`config.mk`:
```
export PLATFORM = sky130hd
export DESIGN_NAME = debouncer_multi
export DESIGN_NICKNAME = d
export VERILOG_FILES = /design/src/rtl/debouncer_multi.sv
export SDC_FILE = /design/constraint.sdc
export NUM_CORES = 1
export LEC_CHECK = 0
export ABC_AREA = 0
export CORE_MARGIN = 3
export CORE_UTILIZATION = 50
export CTS_CLUSTER_SIZE = 40
export DETAILED_ROUTE_END_ITERATION = 10
export HOLD_SLACK_MARGIN = 0.02
export PLACE_DENSITY = 0.7
export SLEW_MARGIN = 5
export SYNTH_ARGS = -nofsm -noshare
export SYNTH_HDL_FRONTEND = slang
export SYNTH_SLANG_ARGS = --single-unit
```
`constraint.sdc`:
```
create_clock -name sysclk -period 3.8 [get_ports sysclk]
set_input_delay 0.57 -clock sysclk [delete_from_list [all_inputs] [get_ports sysclk]]
set_output_delay 0.57 -clock sysclk [all_outputs]
set_load 0.05 [all_outputs]
```
`src/rtl/debouncer_multi.sv`:
```
// Multi-channel switch debouncer: 2-flop sync, tick-sampled stable filter, rise/fall/long-press pulses.
// Latency 2 + up to STABLE_SAMPLES*TICK_DIV cycles din->level; no backpressure, pulses are fire-and-forget.
module debouncer_multi #(
   parameter int CHANNELS       = 4,
   parameter int TICK_DIV       = 20,
   parameter int STABLE_SAMPLES = 3,
   parameter int HOLD_TICKS     = 50
) (
   input  logic                sysclk,
   input  logic                reset,
   input  logic [CHANNELS-1:0] din,
   output logic [CHANNELS-1:0] level,
   output logic [CHANNELS-1:0] rise,
   output logic [CHANNELS-1:0] fall,
   output logic [CHANNELS-1:0] long_press,
   output logic                tick
);

   localparam int CW = (TICK_DIV > 1) ? $clog2(TICK_DIV) : 1;
   localparam int HW = ($clog2(HOLD_TICKS + 1) > 0) ? $clog2(HOLD_TICKS + 1) : 1;
   localparam int SS = STABLE_SAMPLES;

   localparam logic [CW-1:0] TICK_LAST = CW'(TICK_DIV - 1);
   localparam logic [HW-1:0] HOLD_MAX  = HW'(HOLD_TICKS);
   localparam logic [HW-1:0] HOLD_PRE  = HW'(HOLD_TICKS - 1);

   logic [CW-1:0]       tick_cnt;
   logic [CHANNELS-1:0] sync_meta;
   logic [CHANNELS-1:0] sync_q;
   logic [SS-1:0]       samp      [CHANNELS];
   logic [SS-1:0]       samp_next [CHANNELS];
   logic [HW-1:0]       hold      [CHANNELS];

   always_ff @(posedge sysclk or negedge reset) begin
      if (!reset) begin
         tick_cnt <= '0;
         tick     <= 1'b0;
      end else begin
         tick <= (tick_cnt == TICK_LAST);
         if (tick_cnt == TICK_LAST)
            tick_cnt <= '0;
         else
            tick_cnt <= tick_cnt + CW'(1);
      end
   end

   always_ff @(posedge sysclk or negedge reset) begin
      if (!reset) begin
         sync_meta <= '0;
         sync_q    <= '0;
      end else begin
         sync_meta <= din;
         sync_q    <= sync_meta;
      end
   end

   // Post-shift view of the sample window, so the decision sees the newest sample.
   always_comb begin
      for (int i = 0; i < CHANNELS; i++)
         samp_next[i] = {samp[i][SS-2:0], sync_q[i]};
   end

   always_ff @(posedge sysclk or negedge reset) begin
      if (!reset) begin
         level      <= '0;
         rise       <= '0;
         fall       <= '0;
         long_press <= '0;
         for (int i = 0; i < CHANNELS; i++) begin
            samp[i] <= '0;
            hold[i] <= '0;
         end
      end else begin
         rise       <= '0;
         fall       <= '0;
         long_press <= '0;
         for (int i = 0; i < CHANNELS; i++) begin
            if (!level[i] && !tick) begin
               hold[i] <= '0;
            end
            if (tick) begin
               samp[i] <= samp_next[i];
               if ((&samp_next[i]) && !level[i]) begin
                  level[i] <= 1'b1;
                  rise[i]  <= 1'b1;
                  hold[i]  <= '0;
               end else if (!(|samp_next[i]) && level[i]) begin
                  level[i] <= 1'b0;
                  fall[i]  <= 1'b1;
                  hold[i]  <= '0;
               end else if (!level[i]) begin
                  hold[i] <= '0;
               end else if (hold[i] != HOLD_MAX) begin
                  // Saturating count means the pulse can only fire once per high period.
                  hold[i] <= hold[i] + HW'(1);
                  if (hold[i] == HOLD_PRE)
                     long_press[i] <= 1'b1;
               end
            end
         end
      end
   end

endmodule

```
==> flow_summary_export.csv <==
group,metric,value,unit
sta,setup_violations,0,
worst_setup_path,critPathSlowestCell,"clkdlybuf4s50_1",
power,leakagePower,1.36,nW
route,routed.top_layer,"met4",
clocking,cts_hold_buf,0,
floorplanning,rows,26,
sta,fmax,0.406,GHz
route,postRouteAntennaNets,0,
synth,synth_cells,258,
place,dpl.cell_count,345,
sta,max-slew-margin-rel,52.6,%
worst_setup_path,crit_chain,"clkdlybuf4s50_1",
route,wl_per_cell,14.6,um
finish,drive_gt1_share,10.4,%
clocking,cts_num_sinks,62,
power,p_int,0.000924,W
synth,syn_area,0.00286,mm^2
synth,yosysMostFrequentCell,"dfrtp_1",
place,portBuffers,22,
synth,synth_edf_count,0,
floorplanning,chipWidth,81.7,um
floorplanning,boundaryPins,23,
clocking,cts_made_buffers,9,
worst_setup_path,crit_path_start_kind,"flop",
synth,avgSynthCellArea,11.1,um^2
route,num_vias,2046,
synth,yosysTopAreaCell,"dfrtp_1",
clocking,clockBufferDepth,2,
clocking,cts_resized,0,
floorplanning,dieArea,0.00667,mm^2
clocking,htree_levels,3,
global_route,antenna_found_initial,0,
sta,period_needed,2.46,ns
sta,final_max_slew_viol_count,0,
route,drc,0,
global_route,grt_pass1_wl,9.06,mm
synth,synth_area_leaders,"dfrtp_1, ha_1, mux2_2",
synth,ys_seq_area_share,54.2,%
worst_setup_path,r2r_start,"tick$_DFF_PN0_",
route,met1_length,2.48,mm
finish,area.growth.synth_to_final,15.3,%
synth,ys_types,51,
power,power.switching,0.000253,W
synth,synth_top_area_share,54.2,%
global_route,grt_overflow_total,0,
synth,synthTopCellsByCount,"dfrtp_1, nand2_1, nor2_1",
worst_setup_path,crit_path_start,"tick$_DFF_PN0_",
worst_setup_path,crit_buf_inv,1,
finish,final_nets,305,
route,routed-wl-met3,346,um
sta,period_share,64.8,%
synth,yosysWarnings,0,
sta,rsz0062_at_grt,"false",
sta,fin_worst_skew,0.00608,ns
clocking,insertion_delay,0.33,ns
power,peakVddDrop,0.232,mV
sta,hold_violations,0,
synth,synthFlopType,"dfrtp_1",
clocking,post_cts_buffers,0,
worst_setup_path,worstPathMaxFanout,15,
place,place_ws,1.67,ns
worst_setup_path,r2r_slack,2.01,ns
worst_setup_path,arrival,1.89,ns
synth,ys_ff_latch,62,
global_route,grt_max_degree,34,
worst_setup_path,path_class,"reg2out",
sta,setup_slack,1.34,ns
route,first_pass_iters,4,
power,power.share.sequential,57.5,%
route,drt_iter0_drc,119,
worst_setup_path,r2r_end,"hold[17]$_DFF_PN0_",
global_route,grt_usage,18.2,%
synth,synth_nets,277,
power,p_comb_share,2.3,%
floorplanning,initial_utilization,54.0,%
power,clockPowerShare,40.2,%
route,wl,5.23,mm
worst_setup_path,crit_family,"buffers and inverters",
route,wl_met2,2.36,mm
clocking,clk_transition_reported_paths,0.06,ns
sta,max_slew.worst_pin.slew,0.710,ns
worst_setup_path,critical_path_required,3.23,ns
run_status,outcome,"finished clean",
floorplanning,die_h,81.7,um
clocking,cts_tree,"built",
floorplanning,core_area,0.00530,mm^2
finish,final.fill_count,431,
global_route,grt_pass1_vias,1905,
place,gp_congestion,0.817,
place,dp_hpwl,3.64,mm
worst_setup_path,reg2reg_depth,4,
synth,synthArstFlopShare,100,%
worst_setup_path,endpoint_kind,"output pin",
worst_setup_path,max_stage_delay,0.91,ns
power,switching_share,21.5,%
finish,final_cells,359,
flow_run,cap_violations,0,
power,powerDensity,356,mW/mm^2
hold_path,min_path_type,"in2async",
finish,num_antenna_cells,0,
route,viasPerCell,5.70,
clocking,cts_root_buffer,"clkbuf_8",
sta,fin_tns_setup,0,ns
cell families after synthesis:
kind of cell / after synthesis / share of synthesized area [%]
and+or+nand+nor: 92 / 18.1
DFF: 62 / 54.2
AOI/OAI and AO/OA: 56 / 13.9
buffers and inverters: 21 / 3.02
adders and majority gates: 13 / 5.68
muxes: 10 / 3.89
xor gates and xnor gates: 4 / 1.22
through the flow:
stage / hold slack [ns] / area (um^2) / total power, W / util [%]
3_3_place_gp: 0.333 / 3150 / 0.000716 / 59.3
2_1_floorplan: 0.274 / 2860 / 0.000695 / -
3_5_place_dp: 0.337 / 3150 / 0.000717 / 59.3
6_report: 0.285 / 3300 / 0.00118 / 62.2
4_1_cts: 0.300 / 3300 / 0.00120 / 62.2
5_1_grt: 0.324 / 3300 / 0.00123 / 62.2
flip-flops by register name (all words and copies together), names as in the netlist:
| signal | count |
|---|---|
| level | 4 |
| hold | 24 |
| sync_meta | 4 |
| rise | 4 |
| sync_q | 4 |
| long_press | 4 |
| tick_cnt | 5 |
| samp | 8 |
| fall | 4 |
| tick | 1 |
power by group through the flow:
stage	logic, W	clock network, W	registers, W
floorplan	0.00000807	0	0.000687
global placement	0.0000276	0	0.000689
detailed placement	0.0000281	0	0.000689
CTS	0.0000281	0.000492	0.000677
global route	0.0000312	0.000521	0.000678
finish	0.0000268	0.000473	0.000677
final cells by class:
cell class              count  area [um^2]  share of cell area [%]
inverters                  14         52.6                    1.59
well taps                  70         87.6                    2.65
clock buffers              12          145                    4.40
repair buffers             24          230                    6.97
flip-flops and latches     62         1550                    47.0
clock inverters             2         10.0                   0.303
multi-input cells         175         1220                    37.1
routing by layer:
metal  vias up  track usage (%)
met5         -                0
li1       1007                -
met4         0             7.81
met3         4             6.25
met1       969             24.7
met2        66             26.7
cells in the final DEF, fill, tap and decap left out, types with 3 or more instances in the layout:
| cell type | netlist | layout |
|---|---|---|
| nor3_1 | 5 | 5 |
| or3_1 | 4 | 4 |
| ha_1 | 13 | 13 |
| a211oi_1 | 3 | 3 |
| nand3_1 | 6 | 6 |
| nor4_1 | 3 | 3 |
| o22ai_1 | 5 | 5 |
| clkbuf_8 | 0 | 10 |
| nor2_1 | 17 | 17 |
| nor4bb_1 | 3 | 3 |
| dfrtp_1 | 62 | 62 |
| nand2_1 | 23 | 23 |
| a21o_1 | 3 | 3 |
| or4_1 | 3 | 3 |
| a32o_1 | 3 | 3 |
| nand4b_1 | 4 | 4 |
| o21ai_1 | 4 | 4 |
| a21oi_1 | 4 | 4 |
| clkdlybuf4s50_1 | 0 | 21 |
| o31a_1 | 3 | 3 |
| and3_1 | 4 | 4 |
| inv_1 | 14 | 14 |
| mux2_2 | 9 | 9 |
| nor2b_1 | 4 | 4 |
| a31oi_1 | 5 | 5 |
| a211o_1 | 3 | 3 |
| nand4_1 | 6 | 6 |
| o21ai_0 | 9 | 9 |
worst max path at each step:
| stage | cells past startpoint | endpoint | slack (ns) |
|---|---|---|---|
| final | 1 | tick | 1.34 |
| after global routing | 1 | tick | 1.24 |
| after CTS | 1 | tick | 1.30 |
| after detailed placement | 1 | tick | 1.67 |
| after global placement | 1 | tick | 1.67 |
| after floorplan | 3 | hold[5]$_DFF_PN0_ | 2.17 |
No activity file was read; power rests on OpenSTA's default activity.
